==> src/rtl/sobel_pkg.sv <==
// Shared types and sizing helpers for the Sobel stream sequencer.
package sobel_pkg;

    typedef enum logic [1:0] {
        IDLE,
        RUN,
        FLUSH
    } state_t;

    function automatic int beats_per_row(input int dim, input int ppb);
        return dim / ppb;
    endfunction

    function automatic int data_width(input int ppb);
        return 8 * ppb;
    endfunction

    function automatic int cnt_width(input int n);
        return (n > 1) ? $clog2(n) : 1;
    endfunction

endpackage

==> src/rtl/sobel_frame_counter.sv <==
// Column/row position counter with exact wrap and last-column/last-frame flags.
module sobel_frame_counter
    import sobel_pkg::*;
#(
    parameter int COLS = 8,
    parameter int ROWS = 64,
    localparam int CW = cnt_width(COLS),
    localparam int RW = cnt_width(ROWS)
) (
    input  logic          clk,
    input  logic          reset,
    input  logic          inc,
    output logic [CW-1:0] col,
    output logic [RW-1:0] row,
    output logic          last_col,
    output logic          last_frame
);

    assign last_col   = (col == CW'(COLS - 1));
    assign last_frame = last_col & (row == RW'(ROWS - 1));

    always_ff @(posedge clk) begin
        if (reset) begin
            col <= '0;
            row <= '0;
        end else if (inc) begin
            if (last_col) begin
                col <= '0;
                row <= last_frame ? '0 : row + 1'b1;
            end else begin
                col <= col + 1'b1;
            end
        end
    end

endmodule

==> src/rtl/sobel_stream_ctrl.sv <==
// Frame sequencer for the lockstep Sobel conv core: feed, drain, and frame the output.
// Optional input row-length check enabled by SOBEL_CTRL_TLAST_CHECK_EN.
module sobel_stream_ctrl
    import sobel_pkg::*;
#(
    parameter int PIXELS_PER_BEAT = 8,
    parameter int IMAGE_DIM       = 64,
    parameter int CONV_LAT        = 3,
    localparam int DW = data_width(PIXELS_PER_BEAT)
) (
    input  logic          clk,
    input  logic          reset,
    input  logic          enable,
    input  logic [DW-1:0] s_tdata,
    input  logic          s_tvalid,
    output logic          s_tready,
    input  logic          s_tuser,
    input  logic          s_tlast,
    output logic [DW-1:0] m_tdata,
    output logic          m_tvalid,
    input  logic          m_tready,
    output logic          m_tuser,
    output logic          m_tlast,
    output logic          conv_aresetn,
    output logic          conv_stall,
    output logic [DW-1:0] conv_in,
    input  logic [DW-1:0] conv_out,
    output logic          frame_done,
    output logic          busy,
    output logic          err_tlast
);

    localparam int BPR = beats_per_row(IMAGE_DIM, PIXELS_PER_BEAT);
    localparam int CW  = cnt_width(BPR);
    localparam int RW  = cnt_width(IMAGE_DIM);
    localparam int FW  = cnt_width(CONV_LAT);

    state_t              state, state_nx;
    logic [CONV_LAT-1:0] vsr;
    logic [CONV_LAT:0]   vsr_sh;
    logic [FW-1:0]       fl_cnt;
    logic                adv, vsr_in, in_acc, ostall, out_hs, done_q;
    logic [CW-1:0]       in_col, out_col;
    logic [RW-1:0]       in_row, out_row;
    logic                in_last_col, in_last_frame;
    logic                out_last_col, out_last_frame;
    logic                unused_in;

    assign m_tvalid     = vsr[CONV_LAT-1] & ~reset;
    assign ostall       = m_tvalid & ~m_tready;
    assign out_hs       = m_tvalid & m_tready;
    assign m_tdata      = conv_out;
    assign m_tuser      = (out_col == '0) & (out_row == '0);
    assign m_tlast      = out_last_col;
    assign conv_aresetn = ~reset;
    assign conv_stall   = ~adv;
    assign frame_done   = done_q & ~reset;
    assign busy         = (state != IDLE) & ~reset;
    assign vsr_sh       = {vsr, vsr_in};
    assign unused_in    = ^{in_col, in_row};

    always_comb begin
        state_nx = state;
        adv      = 1'b0;
        vsr_in   = 1'b0;
        in_acc   = 1'b0;
        s_tready = 1'b0;
        conv_in  = '0;
        unique case (state)
            IDLE: begin
                s_tready = enable & ~ostall;
                // Only a SOF beat starts a frame; anything else is dropped.
                if (s_tvalid & enable & ~ostall & s_tuser) begin
                    adv      = 1'b1;
                    vsr_in   = 1'b1;
                    in_acc   = 1'b1;
                    conv_in  = s_tdata;
                    state_nx = RUN;
                end
            end
            RUN: begin
                s_tready = ~ostall;
                adv      = s_tvalid & ~ostall;
                vsr_in   = 1'b1;
                in_acc   = adv;
                conv_in  = s_tdata;
                if (adv & in_last_frame) state_nx = FLUSH;
            end
            FLUSH: begin
                adv = ~ostall & (fl_cnt < FW'(CONV_LAT - 1));
                if (out_hs & out_last_frame) state_nx = IDLE;
            end
            default: state_nx = IDLE;
        endcase
        if (reset) begin
            state_nx = IDLE;
            adv      = 1'b0;
            in_acc   = 1'b0;
            s_tready = 1'b0;
            conv_in  = '0;
        end
    end

    always_ff @(posedge clk) begin
        if (reset) begin
            state  <= IDLE;
            vsr    <= '0;
            fl_cnt <= '0;
            done_q <= 1'b0;
        end else begin
            state  <= state_nx;
            done_q <= (state == FLUSH) && (state_nx == IDLE);
            if ((state == FLUSH) && (state_nx == IDLE)) begin
                vsr    <= '0;
                fl_cnt <= '0;
            end else begin
                if (adv) vsr <= vsr_sh[CONV_LAT-1:0];
                if (adv && (state == FLUSH)) fl_cnt <= fl_cnt + 1'b1;
            end
        end
    end

    sobel_frame_counter #(
        .COLS(BPR),
        .ROWS(IMAGE_DIM)
    ) u_in_cnt (
        .clk       (clk),
        .reset     (reset),
        .inc       (in_acc),
        .col       (in_col),
        .row       (in_row),
        .last_col  (in_last_col),
        .last_frame(in_last_frame)
    );

    sobel_frame_counter #(
        .COLS(BPR),
        .ROWS(IMAGE_DIM)
    ) u_out_cnt (
        .clk       (clk),
        .reset     (reset),
        .inc       (out_hs),
        .col       (out_col),
        .row       (out_row),
        .last_col  (out_last_col),
        .last_frame(out_last_frame)
    );

`ifdef SOBEL_CTRL_TLAST_CHECK_EN
    logic err_q;

    always_ff @(posedge clk) begin
        if (reset) err_q <= 1'b0;
        else if (in_acc && (s_tlast != in_last_col)) err_q <= 1'b1;
    end

    assign err_tlast = err_q;
`else
    logic unused_tlast;

    assign unused_tlast = s_tlast;
    assign err_tlast    = 1'b0;
`endif

endmodule

==> config.mk <==
export PLATFORM = sky130hd
export DESIGN_NAME = sobel_stream_ctrl
export DESIGN_NICKNAME = d
export VERILOG_FILES = /design/src/rtl/sobel_pkg.sv /design/src/rtl/sobel_frame_counter.sv /design/src/rtl/sobel_stream_ctrl.sv
export SDC_FILE = /design/constraint.sdc
export NUM_CORES = 1
export LEC_CHECK = 0
export ABC_AREA = 1
export CAP_MARGIN = 0
export CELL_PAD_IN_SITES_DETAIL_PLACEMENT = 1
export CELL_PAD_IN_SITES_GLOBAL_PLACEMENT = 1
export CORE_MARGIN = 4
export CORE_UTILIZATION = 19
export CTS_BUF_LIST = sky130_fd_sc_hd__clkbuf_8
export DETAILED_ROUTE_END_ITERATION = 12
export PLACE_DENSITY = 0.86
export SETUP_SLACK_MARGIN = 0.3
export SKIP_LAST_GASP = 1
export SLEW_MARGIN = 5
export SYNTH_ARGS = -nofsm -noshare
export SYNTH_HDL_FRONTEND = slang
export SYNTH_HIERARCHICAL = 1
export SYNTH_SLANG_ARGS = --single-unit
==> constraint.sdc <==
create_clock -name clk -period 2.9 [get_ports clk]
set_input_delay 0.435 -clock clk [delete_from_list [all_inputs] [get_ports clk]]
set_output_delay 0.435 -clock clk [all_outputs]
set_load 0.005 [all_outputs]
### Word-level counts from Yosys, hierarchy flattened

Index checks and enable logic that the tools add are counted.

* add/sub/neg operators: 5
* order comparisons: 1
* eq/ne operators: 6
* muxes and demuxes: 20
* bitwise logic cells: 20
* reductions and logical operators: 10

Operators with widths (number)
* $mux W64: 2
* $pmux W64 S2: 1
* $and A1 B1 Y1: 16
* $add A6 B1 Y6 const B: 2
* $eq A6 B6 Y1 const B: 2
* $mux W6: 2
* $mux W2: 4
* $add A3 B1 Y3 const B: 2
* $eq A3 B3 Y1 const B: 2
* $logic_not A6 Y1: 1
* $mux W3: 2
* $pmux W1 S2: 3
* $pmux W2 S3: 1
* $logic_not A2 Y1: 2
* $mux W1: 4
* $not A1 Y1: 4
* $reduce_and A2 Y1: 2
* $logic_not A3 Y1: 1
* $pmux W1 S3: 1
* $add A2 B1 Y2 const B: 1
* $eq A2 B1 Y1 const B: 1
* $eq A2 B2 Y1 const B: 1
* $logic_and A1 B1 Y1: 2
* $lt A2 B2 Y1 const B: 1
* other kinds (2): 2

* flip-flop bits (word level): 26
* bits of input ports: 135
* output and inout port bits: 137
* word-level logic and storage cells: 70

### Logic depth before layout (Yosys ltp)

Gate-level depths: netlist of the first run.

* depth in word-level cells: 12
* mapped depth: 13
* gate-level depth less buffers: 12

### Modules after synthesis

The synthesis of the first run kept the hierarchy.

By module, submodules not included
* sobel_stream_ctrl: instances 1, cells each 217, area each 1557.7 um^2, seq. area each 160.2 um^2
* sobel_frame_counter: instances 2, cells each 63, area each 446.7 um^2, seq. area each 180.2 um^2

### Worst setup path before layout of the first run

Ideal clock, no wire load.

* path kind: input to output
* from: in reset
* to: out conv_in[10]
* arrival time: 1.345 ns
* setup slack: 1.120 ns
* cell stages on the path: 8
* path buffers: 2
* cell sequence: buf_6 inv_6 nand3_4 nand2_2 inv_2 a21oi_4 buf_6 nor3b_1

* cells in the longest elaborated chain, start to end: 9

RTL lines
* start, declared: line sobel_stream_ctrl.sv:12 `input logic reset,`
* $not A1 Y1
* via conv_aresetn: line sobel_stream_ctrl.sv:24 `output logic conv_aresetn,`
* $and A1 B1 Y1: line sobel_stream_ctrl.sv:49 `assign m_tvalid = vsr[CONV_LAT-1] & ~reset;`
* $and A1 B1 Y1: line sobel_stream_ctrl.sv:50 `assign ostall = m_tvalid & ~m_tready;`
* $not A1 Y1: line sobel_stream_ctrl.sv:73 `if (s_tvalid & enable & ~ostall & s_tuser) begin`
* $and A1 B1 Y1 (2 in a row): line sobel_stream_ctrl.sv:73
* $mux W64: line sobel_stream_ctrl.sv:73
* $pmux W64 S2: line sobel_stream_ctrl.sv:69 `unique case (state)`
* $mux W64: line sobel_stream_ctrl.sv:95 `if (reset) begin`
* end, declared: line sobel_stream_ctrl.sv:26 `output logic [DW-1:0] conv_in,`

The timed path passes the listed nets, and every way through them passes these cells.

### Worst setup path in the final report of the first run

* from: in enable
* to: out conv_in[29]

* cells in the longest elaborated chain, start to end: 6

RTL lines
* start, declared: line sobel_stream_ctrl.sv:13 `input logic enable,`
* $and A1 B1 Y1 (3 in a row): line sobel_stream_ctrl.sv:73
* $mux W64: line sobel_stream_ctrl.sv:73
* $pmux W64 S2: line sobel_stream_ctrl.sv:69
* $mux W64: line sobel_stream_ctrl.sv:95

Every way passes these cells.

==> impl_metrics.toml, run 1 <==
[die]
fp-row-count = 41
die_area_mm2 = 0.01478
die_height_um = 121.6
coreArea_mm2 = 0.01262
io-pin-count = 272
start_util_pct = 19.42
die_x_um = 121.6

[timing]
min_period_ns = 2.699
setup_ws_ns = 0.2011
hold_violations = 0
skew_ns = 0.006504
setup_viol = 0
setup_tns_ns = 0
worst_slew_pin_slew_ns = 0.7728
max_freq_mhz = 370.5
maxSlewViolCount = 0
max_slew_margin_pct = 48.04
rsz0062_at_grt = "yes"
min_period_over_period_pct = 93.06

[pwr]
powerDensity_mw_per_mm2 = 250.7
p_leak_nw = 2.089
ir_worst_vdd_v = 0.0002514

[yosys]
synth_top_family_by_area = "simple AND/OR/NAND/NOR gates"
ys_warn_count = 6
synth_seq_cells = 26
synth_area_mm2 = 0.002451
synth-xor-area-share_pct = 0.7147
synth-simple-area-share_pct = 39.46
syn_nets = 484
synth_fa_ha_area_share_pct = 3.063
ys_types = 29
synth_compound_gate_area_share_pct = 5.870
ys_seq_area_share_pct = 21.24
synth_mux_area_share_pct = 0
synth.avg_cell_area_um2 = 7.146
syn_inst = 343

[cells_and_area]
diodes = 0
utilization_pct = 30.81
stdcell_count = 598
final_common_cell = "clkdlybuf4s50_1"
final_cell_mix = "82 x clkdlybuf4s50_1, 50 x nor3b_1, 37 x nor2_1"
final_layout_size_suffix_gt1_share_pct = 11.97
syn2layout_area_growth_pct = 58.65
nets = 568
fill_cells = 1517
fin_area_mm2 = 0.003889

[cts]
clk_path_buf_depth = 2
cts-hold-fix-buffers = 0
htreeDepth = 1
cts_buffers = 3
clk_pin_slew_ns = 0.10
clock_sinks = 26
clock_latency_ns = 0.27
cts_tree = "built"
cts_root_buf = "clkbuf_8"

[critical_path]
reg2reg_to = "vsr[0]$_SDFFE_PP0N_"
r2r_slack_ns = 0.75
worstSetupStartpointType = "primary input"
crit_arrival_ns = 2.26
rr_worst_depth = 6
crit_fanout = 11
cp.required_ns = 2.47
worst_setup_path_end_kind = "output port"
critPathKind = "primary input to output port"
crit-reg2reg-launch = "u_out_cnt/col[0]$_SDFFE_PP0P_"

[min_path]
hold_path.class = "flip-flop to flip-flop"
hold_path_end = "fl_cnt[1]$_SDFFE_PP0P_"
hold_start = "fl_cnt[1]$_SDFFE_PP0P_"
min_path_cells = 2

[global_routing]
grt_max_degree = 45
grt.total_usage_pct = 11.75
grt_pass1_vias = 2644
grt_first_pass_wirelength_um = 14010
gr-total-overflow = 0
antenna_found_initial = 0

[route]
antenna_left = 0
route.detailed.drc = 0
drtIter0Drc = 119
routed_wl_um = 10140
drtPass1Iterations = 4
vias = 2563
wl_per_cell_um = 16.96
vias_per_cell = 4.286

[placement]
placed_area_mm2 = 0.003576
dp_cells = 584
portBuffers = 141
place.detailed.hpwl_um = 8007
post-place-ws_ns = 0.006859
place.gp.congestion = 0.8139

[flow_run]
maxCapViolCount = 0

[status]
outcome = "complete, no violations"
==> worst max-delay path: stages <==
cell and delay [ns]:
clkdlybuf4s50_1 0.51, nand2_2 0.09, nor2_4 0.15, a21oi_4 0.13
buf_12 0.17, nor3b_1 0.22, clkdlybuf4s50_1 0.55
==> report_power, final <==
group | switching [mW] | leakage, nW | total, mW | internal (mW)
registers | 0.00331 | 0.210 | 0.364 | 0.360
logic | 0.121 | 1.84 | 0.308 | 0.187
clock network | 0.118 | 0.0357 | 0.303 | 0.185
total | 0.243 | 2.09 | 0.975 | 0.732
==> cells by family (layout without fill, tap and decap cells) <==
kind of cell / Yosys count / after routing
xor gates and xnor gates: 2 / 2
DFF: 26 / 26
other: 1 / 1
adders and majority gates: 6 / 6
and+or+nand+nor: 171 / 171
buffers and inverters: 112 / 195
AOI/OAI and AO/OA: 25 / 25
==> area by class of cell <==
| type | instances | area, um^2 | area share, % |
|---|---|---|---|
| Clock buffer | 3 | 41.29 | 1.062 |
| Clock inverter | 1 | 30.03 | 0.7722 |
| Inverter | 33 | 128.9 | 3.314 |
| Multi-Input combinational cell | 205 | 1295 | 33.30 |
| Sequential cell | 26 | 520.5 | 13.38 |
| Tap cell | 172 | 215.2 | 5.534 |
| Timing Repair Buffer | 158 | 1658 | 42.63 |
==> worst max-delay path by stage <==
stage,start,end,slack [ns]
after global placement,reset,conv_in[49],-0.01
after CTS,m_tready,conv_in[45],0.13
after global routing,enable,conv_in[38],0.1
after floorplan,reset,conv_in[10],1.12
final,enable,conv_in[29],0.20
after detailed placement,reset,conv_in[49],0.007
==> per-stage QoR <==
stage | total power, mW | hold WS, ns
after CTS | 0.9534 | 0.4661
after detailed placement | 0.6530 | 0.4501
after global placement | 0.6469 | 0.4402
after global routing | 1.022 | 0.5112
after floorplan | 0.5466 | 0.4304
final | 0.9748 | 0.4620
==> state kept, by name, indices dropped and copies added, names as in the netlist <==
signal         count
u_in_cnt/row       6
vsr                3
fl_cnt             2
u_in_cnt/col       3
state              2
u_out_cnt/col      3
u_out_cnt/row      6
done_q             1
==> timing repair <==
action,CTS,global route
gates resized for setup,40,38
pin swaps,0,1
gates cloned,0,4
endpoints found under the setup margin,66,44
setup buffers,0,6
==> synth_stat cells <==
cell,count,area (um^2)
o21ai_0,7,35.03
xor2_1,2,17.52
inv_2,2,7.510
buf_6,7,78.83
nor3b_1,65,488.0
nand2_2,3,18.77
a21oi_1,12,60.06
ha_1,6,75.07
nand3_1,9,45.04
nand3_4,1,17.52
and3_1,2,12.51
nor2_2,1,6.260
clkbuf_1,6,22.52
o31ai_1,1,7.510
buf_2,1,5.000
dfxtp_1,26,520.5
nor2_1,37,138.9
buf_4,65,488.0
conb_1,1,3.750
nor3_1,5,25.02
o21ai_1,2,10.01
nor4_1,1,6.260
nand2_1,38,142.6
a21oi_4,1,16.27
nand4_1,7,43.79
a21o_1,2,15.01
nor2_4,2,22.52
inv_6,1,8.760
inv_1,30,112.6
==> layer usage <==
layer  routed length (um)  vias to the layer above  track usage (%)  part of all wire (%)
met1                 3878                     1237            13.34                    38
met4                  134                        0            3.291                   1.3
li1                     -                     1214                -                     -
met2                 5527                       98            22.28                    54
met3                  604                       14            2.182                   6.0
met5                    0                        -                0                     0
Power figures use the tool's default switching activity.
==> run 2, diff against run 1 <==
Settings changed: MAX_ROUTING_LAYER set to met4.
==> run 2 against run 1 <==
  * Cell area is 1.6% lower
  * Largest power group unchanged
  * Core utilization is 0.50 points lower
  * Flip-flop and latch count stayed put
  * Combinational power is 4% lower
  * Final cell count is 1.0% lower
  * Die area stayed put
  * Sequential power hardly changed
==> impl_metrics.toml, run 2 (synthesized netlist as in run 1, its figures left out) <==
[route]
antenna_left = 0
vias = 2528
route.detailed.drc = 0
drtPass1Iterations = 4
routed_wl_um = 10020
drtIter0Drc = 141
vias_per_cell = 4.270
wl_per_cell_um = 16.93

[die]
start_util_pct = 19.42
die_x_um = 121.6
die_area_mm2 = 0.01478
io-pin-count = 272
die_height_um = 121.6
fp-row-count = 41
coreArea_mm2 = 0.01262

[cells_and_area]
nets = 562
reg_top3 = "u_in_cnt/row (6), u_out_cnt/row (6)"
utilization_pct = 30.32
final_common_cell = "clkdlybuf4s50_1"
diodes = 0
final_cell_mix = "86 x clkdlybuf4s50_1, 48 x nor3b_1, 37 x nor2_1"
syn2layout_area_growth_pct = 56.10
stdcell_count = 592
final_layout_size_suffix_gt1_share_pct = 11.19
fin_area_mm2 = 0.003826

[min_path]
min_path_cells = 2
hold_path.class = "flip-flop to flip-flop"

[timing]
worst_slew_pin_slew_ns = 0.7566
skew_ns = 0.008709
setup_viol = 0
min_period_ns = 2.718
max_slew_margin_pct = 49.13
rsz0062_at_grt = "yes"
hold_violations = 0
max_freq_mhz = 367.9
min_period_over_period_pct = 93.74
maxSlewViolCount = 0

[cts]
clock_latency_ns = 0.27
htreeDepth = 1
cts_root_buf = "clkbuf_8"
cts_buffers = 3
clk_pin_slew_ns = 0.10
cts-hold-fix-buffers = 0
clock_sinks = 26
clk_path_buf_depth = 2
cts_tree = "built"

[placement]
placed_area_mm2 = 0.003576
dp_cells = 584
place.gp.congestion = 0.8260
portBuffers = 141
place.detailed.hpwl_um = 8007

[pwr]
pwr-share-comb_pct = 30.7
power.internal_mw = 0.7216
pwr-share-clk_pct = 31.5
powerDensity_mw_per_mm2 = 251.2
switching_share_pct = 24.92
ir_worst_vdd_v = 0.0002495
p_seq_share_pct = 37.9
power_switching_mw = 0.2395
p_leak_nw = 1.985

[status]
outcome = "complete, no violations"

[global_routing]
grt.total_usage_pct = 12.11
antenna_found_initial = 0
top_usage_layer = "met2"
grt_pass1_vias = 2647
grt_max_degree = 45
grt_use_met2_pct = 22.31
gr-total-overflow = 0
gr-usage-met3_pct = 1.950
grt_first_pass_wirelength_um = 14030
grtUsageMet1_pct = 13.52

[critical_path]
cpMostUsedCell = "clkdlybuf4s50_1"
rr_worst_depth = 6
worstSetupStartpointType = "primary input"
max_stage_delay_ns = 0.55
cp.required_ns = 2.47
crit_chain = "clkdlybuf4s50_1 -> nand2_2 -> nor2_4 -> a21oi_4 -> buf_12 -> nor3b_1 -> clkdlybuf4s50_1"
critPathKind = "primary input to output port"
critical-path-slowest-cell = "clkdlybuf4s50_1"
worst_setup_path_end_kind = "output port"
crit_fanout = 21
crit_arrival_ns = 2.28

[flow_run]
maxCapViolCount = 0
## run 2: changes by cell type in the layout (fill, tap and decap cells not counted), sizes merged
cell | before | now
buf | 15 | 10
clkdlybuf4s50 | 82 | 86
dlymetal6s2s | 30 | 26
clkbuf | 5 | 4
## run 2: stage by stage
stage	setup TNS, ns	power, mW	setup slack [ns]	hold WS [ns]
finish	0	0.9611	0.1816	0.4622
global route	0	1.008	0.1147	0.5112
CTS	0	0.9534	0.1268	0.4661
detailed placement	0	0.6530	0.006859	0.4501
global placement	-0.01157	0.6469	-0.01157	0.4402
floorplan	0	0.5466	1.120	0.4304
## run 2: cell type report
type	count	area, um^2
Clock inverter	1	30.03
Timing Repair Buffer	152	1585
Sequential cell	26	520.5
Tap cell	172	215.2
Inverter	33	128.9
Clock buffer	3	41.29
Multi-Input combinational cell	205	1305
Fill cell	1519	8793
## run 2: per-layer routing
metal	up-vias	wire [um]
li1	1201	-
met1	1211	3880
met2	98	5375
met3	18	561
met4	0	204
met5	-	0
## run 2: worst max-delay path, delay by kind of cell
family	cells	cell delay [ns]
compound gates	1	0.12
buf+inv	3	1.24
simple gates	3	0.47
## run 2: timing repair
action | CTS | global route
pin swaps | 0 | 1
resized for setup | 40 | 36
endpoints found under the setup margin | 66 | 44
gates cloned | 0 | 3
buffers inserted | 0 | 1
## run 2: worst paths after layout
| path | startpoint | endpoint | slack (ns) |
|---|---|---|---|
| setup / recovery | enable | conv_in[15] | 0.18 |
| setup reg to reg | u_out_cnt/col[0]$_SDFFE_PP0P_ | vsr[0]$_SDFFE_PP0N_ | 0.78 |
| hold / removal | fl_cnt[1]$_SDFFE_PP0P_ | fl_cnt[1]$_SDFFE_PP0P_ | 0.46 |
| hold reg to reg | fl_cnt[1]$_SDFFE_PP0P_ | fl_cnt[1]$_SDFFE_PP0P_ | 0.46 |
## run 2: power by group through the flow
stage | clock, mW | sequential, mW | combinational, mW
after floorplan | 0 | 0.371 | 0.175
after global placement | 0 | 0.371 | 0.276
after detailed placement | 0 | 0.372 | 0.281
after CTS | 0.310 | 0.364 | 0.279
after global routing | 0.327 | 0.364 | 0.317
final | 0.302 | 0.364 | 0.295
==> run 3, diff against run 2 <==
Clock period 2.9 ns to 3.5 ns, I/O delays scaled along.
==> run 3 against run 2 <==
  * Core utilization fell by 1.8 points
  * Critical path depth up 2
  * Sequential share of layout area rose by 0.86 points
  * Worst setup slack better by 0.23 ns
  * Global-route usage decreased by 0.43 points
  * Combinational power fell by 24%
  * Power is 19% lower
  * Clock skew fell by 0.0064 ns
  * Hold slack worse by 0.0073 ns
  * Count of clock-buffer cells in the layout unchanged
  * Die area did not move
==> impl_metrics.toml, run 3 (synthesized netlist as in run 1, its figures left out) <==
[critical_path]
worstSetupStartpoint = "reset"
crit_arrival_ns = 2.56
worst-path-buf-inv = 5
path_delay_family = "buffers and inverters"
cp-endpoint = "conv_in[6]"
worstSetupStartpointType = "primary input"
cp_num_cells = 9
critical-path-slowest-cell = "clkdlybuf4s50_1"
crit_chain = "clkdlybuf4s50_1 -> inv_6 -> nand3_4 -> nand2_2 -> inv_2 -> a21oi_4 -> buf_12 -> nor3b_1 -> clkdlybuf4s50_1"
worst_setup_path_end_kind = "output port"
cpMostUsedCell = "clkdlybuf4s50_1"
crit-reg2reg-launch = "u_out_cnt/col[0]$_SDFFE_PP0P_"
max_stage_delay_ns = 0.57
cp.required_ns = 2.97
r2r_slack_ns = 1.54
crit_fanout = 64
reg2reg_to = "vsr[1]$_SDFFE_PP0N_"
rr_worst_depth = 6
critPathKind = "primary input to output port"

[die]
die_height_um = 121.6
io-pin-count = 272
coreArea_mm2 = 0.01262
die_x_um = 121.6
fp-row-count = 41
start_util_pct = 19.42
die_area_mm2 = 0.01478

[cts]
htreeDepth = 1
post_cts_buffers = 0
clock_sinks = 26
clock_latency_ns = 0.27
post_cts_resized = 0
clk_path_buf_depth = 2
cts-hold-fix-buffers = 0
clk_pin_slew_ns = 0.09
cts_root_buf = "clkbuf_8"
cts_buffers = 3
cts_tree = "built"

[placement]
portBuffers = 141
place.gp.congestion = 0.8442
place.detailed.hpwl_um = 7703

[pwr]
pwr-share-clk_pct = 32.6
power.internal_mw = 0.5900
p_seq_share_pct = 38.7
ir_worst_vdd_v = 0.0001264
power_mw = 0.7781
p_leak_nw = 1.324
powerDensity_mw_per_mm2 = 216.2
switching_share_pct = 24.17
pwr-share-comb_pct = 28.7
power_switching_mw = 0.1881

[timing]
max_freq_mhz = 323.7
skew_ns = 0.002336
min_period_over_period_pct = 88.27
rsz0062_at_grt = "no"
max_slew_margin_pct = 56.30
hold_violations = 0
worst_slew_pin_slew_ns = 0.6499
setup_viol = 0
maxSlewViolCount = 0
min_period_ns = 3.090
setup_tns_ns = 0

[global_routing]
grt_pass1_vias = 2531
grt_max_degree = 65
grt.total_usage_pct = 11.68
grt_first_pass_wirelength_um = 13380
antenna_found_initial = 0
gr-total-overflow = 0

[cells_and_area]
reg_top3 = "u_in_cnt/row (6), u_out_cnt/row (6)"
diodes = 0
nets = 555
syn2layout_area_growth_pct = 46.86
final_cell_mix = "141 x clkdlybuf4s50_1, 65 x nor3b_1, 37 x nand2_1, 37 x nor2_1, 30 x inv_1"
utilization_pct = 28.52
final_common_cell = "clkdlybuf4s50_1"
final_layout_size_suffix_gt1_share_pct = 4.843

[min_path]
hold_start = "fl_cnt[1]$_SDFFE_PP0P_"
min_path_cells = 2
hold_path.class = "flip-flop to flip-flop"

[route]
route.detailed.drc = 0
antenna_left = 0
drtIter0Drc = 118
drtPass1Iterations = 4
wl_per_cell_um = 15.74
vias = 2469
vias_per_cell = 4.221
routed_wl_um = 9208

[status]
outcome = "complete, no violations"

[flow_run]
maxCapViolCount = 0
## run 3: changes by cell type in the layout (fill, tap and decap cells not counted), sizes merged
cell and change:
clkbuf -1, clkdlybuf4s50 +55, dlymetal6s2s -26, buf -6, dlygate4sd2 -29
## run 3: metal layers
metal / global-route usage [%] / share of wire (%)
met1: 12.89 / 40
met2: 21.31 / 52
met3: 2.043 / 6.2
met4: 3.711 / 1.5
met5: - / 0
## run 3: worst min-delay path by stage
stage                             endpoint
floorplan           fl_cnt[1]$_SDFFE_PP0P_
global placement    fl_cnt[1]$_SDFFE_PP0P_
detailed placement  fl_cnt[1]$_SDFFE_PP0P_
CTS                 fl_cnt[1]$_SDFFE_PP0P_
global route        fl_cnt[1]$_SDFFE_PP0P_
finish              fl_cnt[1]$_SDFFE_PP0P_
## run 3: metrics by stage
stage / area [um^2] / hold WS [ns] / std cells / setup WS, ns
floorplan: 2451 / 0.4304 / 343 / 1.540
global placement: 3528 / 0.4414 / 581 / 0.4525
detailed placement: 3528 / 0.4436 / 581 / 0.4036
CTS: 3600 / 0.4585 / 585 / 0.3937
global route: 3600 / 0.4903 / 585 / 0.3120
finish: 3600 / 0.4549 / 585 / 0.4104
## run 3: power by group through the flow
stage                     clock [mW]  sequential, mW  combinational (mW)
after global routing           0.272           0.302               0.241
after CTS                      0.263           0.301               0.227
after global placement             0           0.308               0.221
after floorplan                    0           0.307               0.145
final                          0.253           0.301               0.224
after detailed placement           0           0.308               0.225
## run 3: final cells by class
type                            instances  area, um^2
Tap cell                              172       215.2
Inverter                               33       128.9
Clock buffer                            3       41.29
Multi-Input combinational cell        205        1210
Fill cell                            1535        9020
Timing Repair Buffer                  145        1454
Clock inverter                          1       30.03
Sequential cell                        26       520.5
## run 3: worst min-delay path, stage by stage, from the launching register on
cell     delay, ns
dfxtp_1       0.32
inv_1         0.05
a21oi_1       0.05
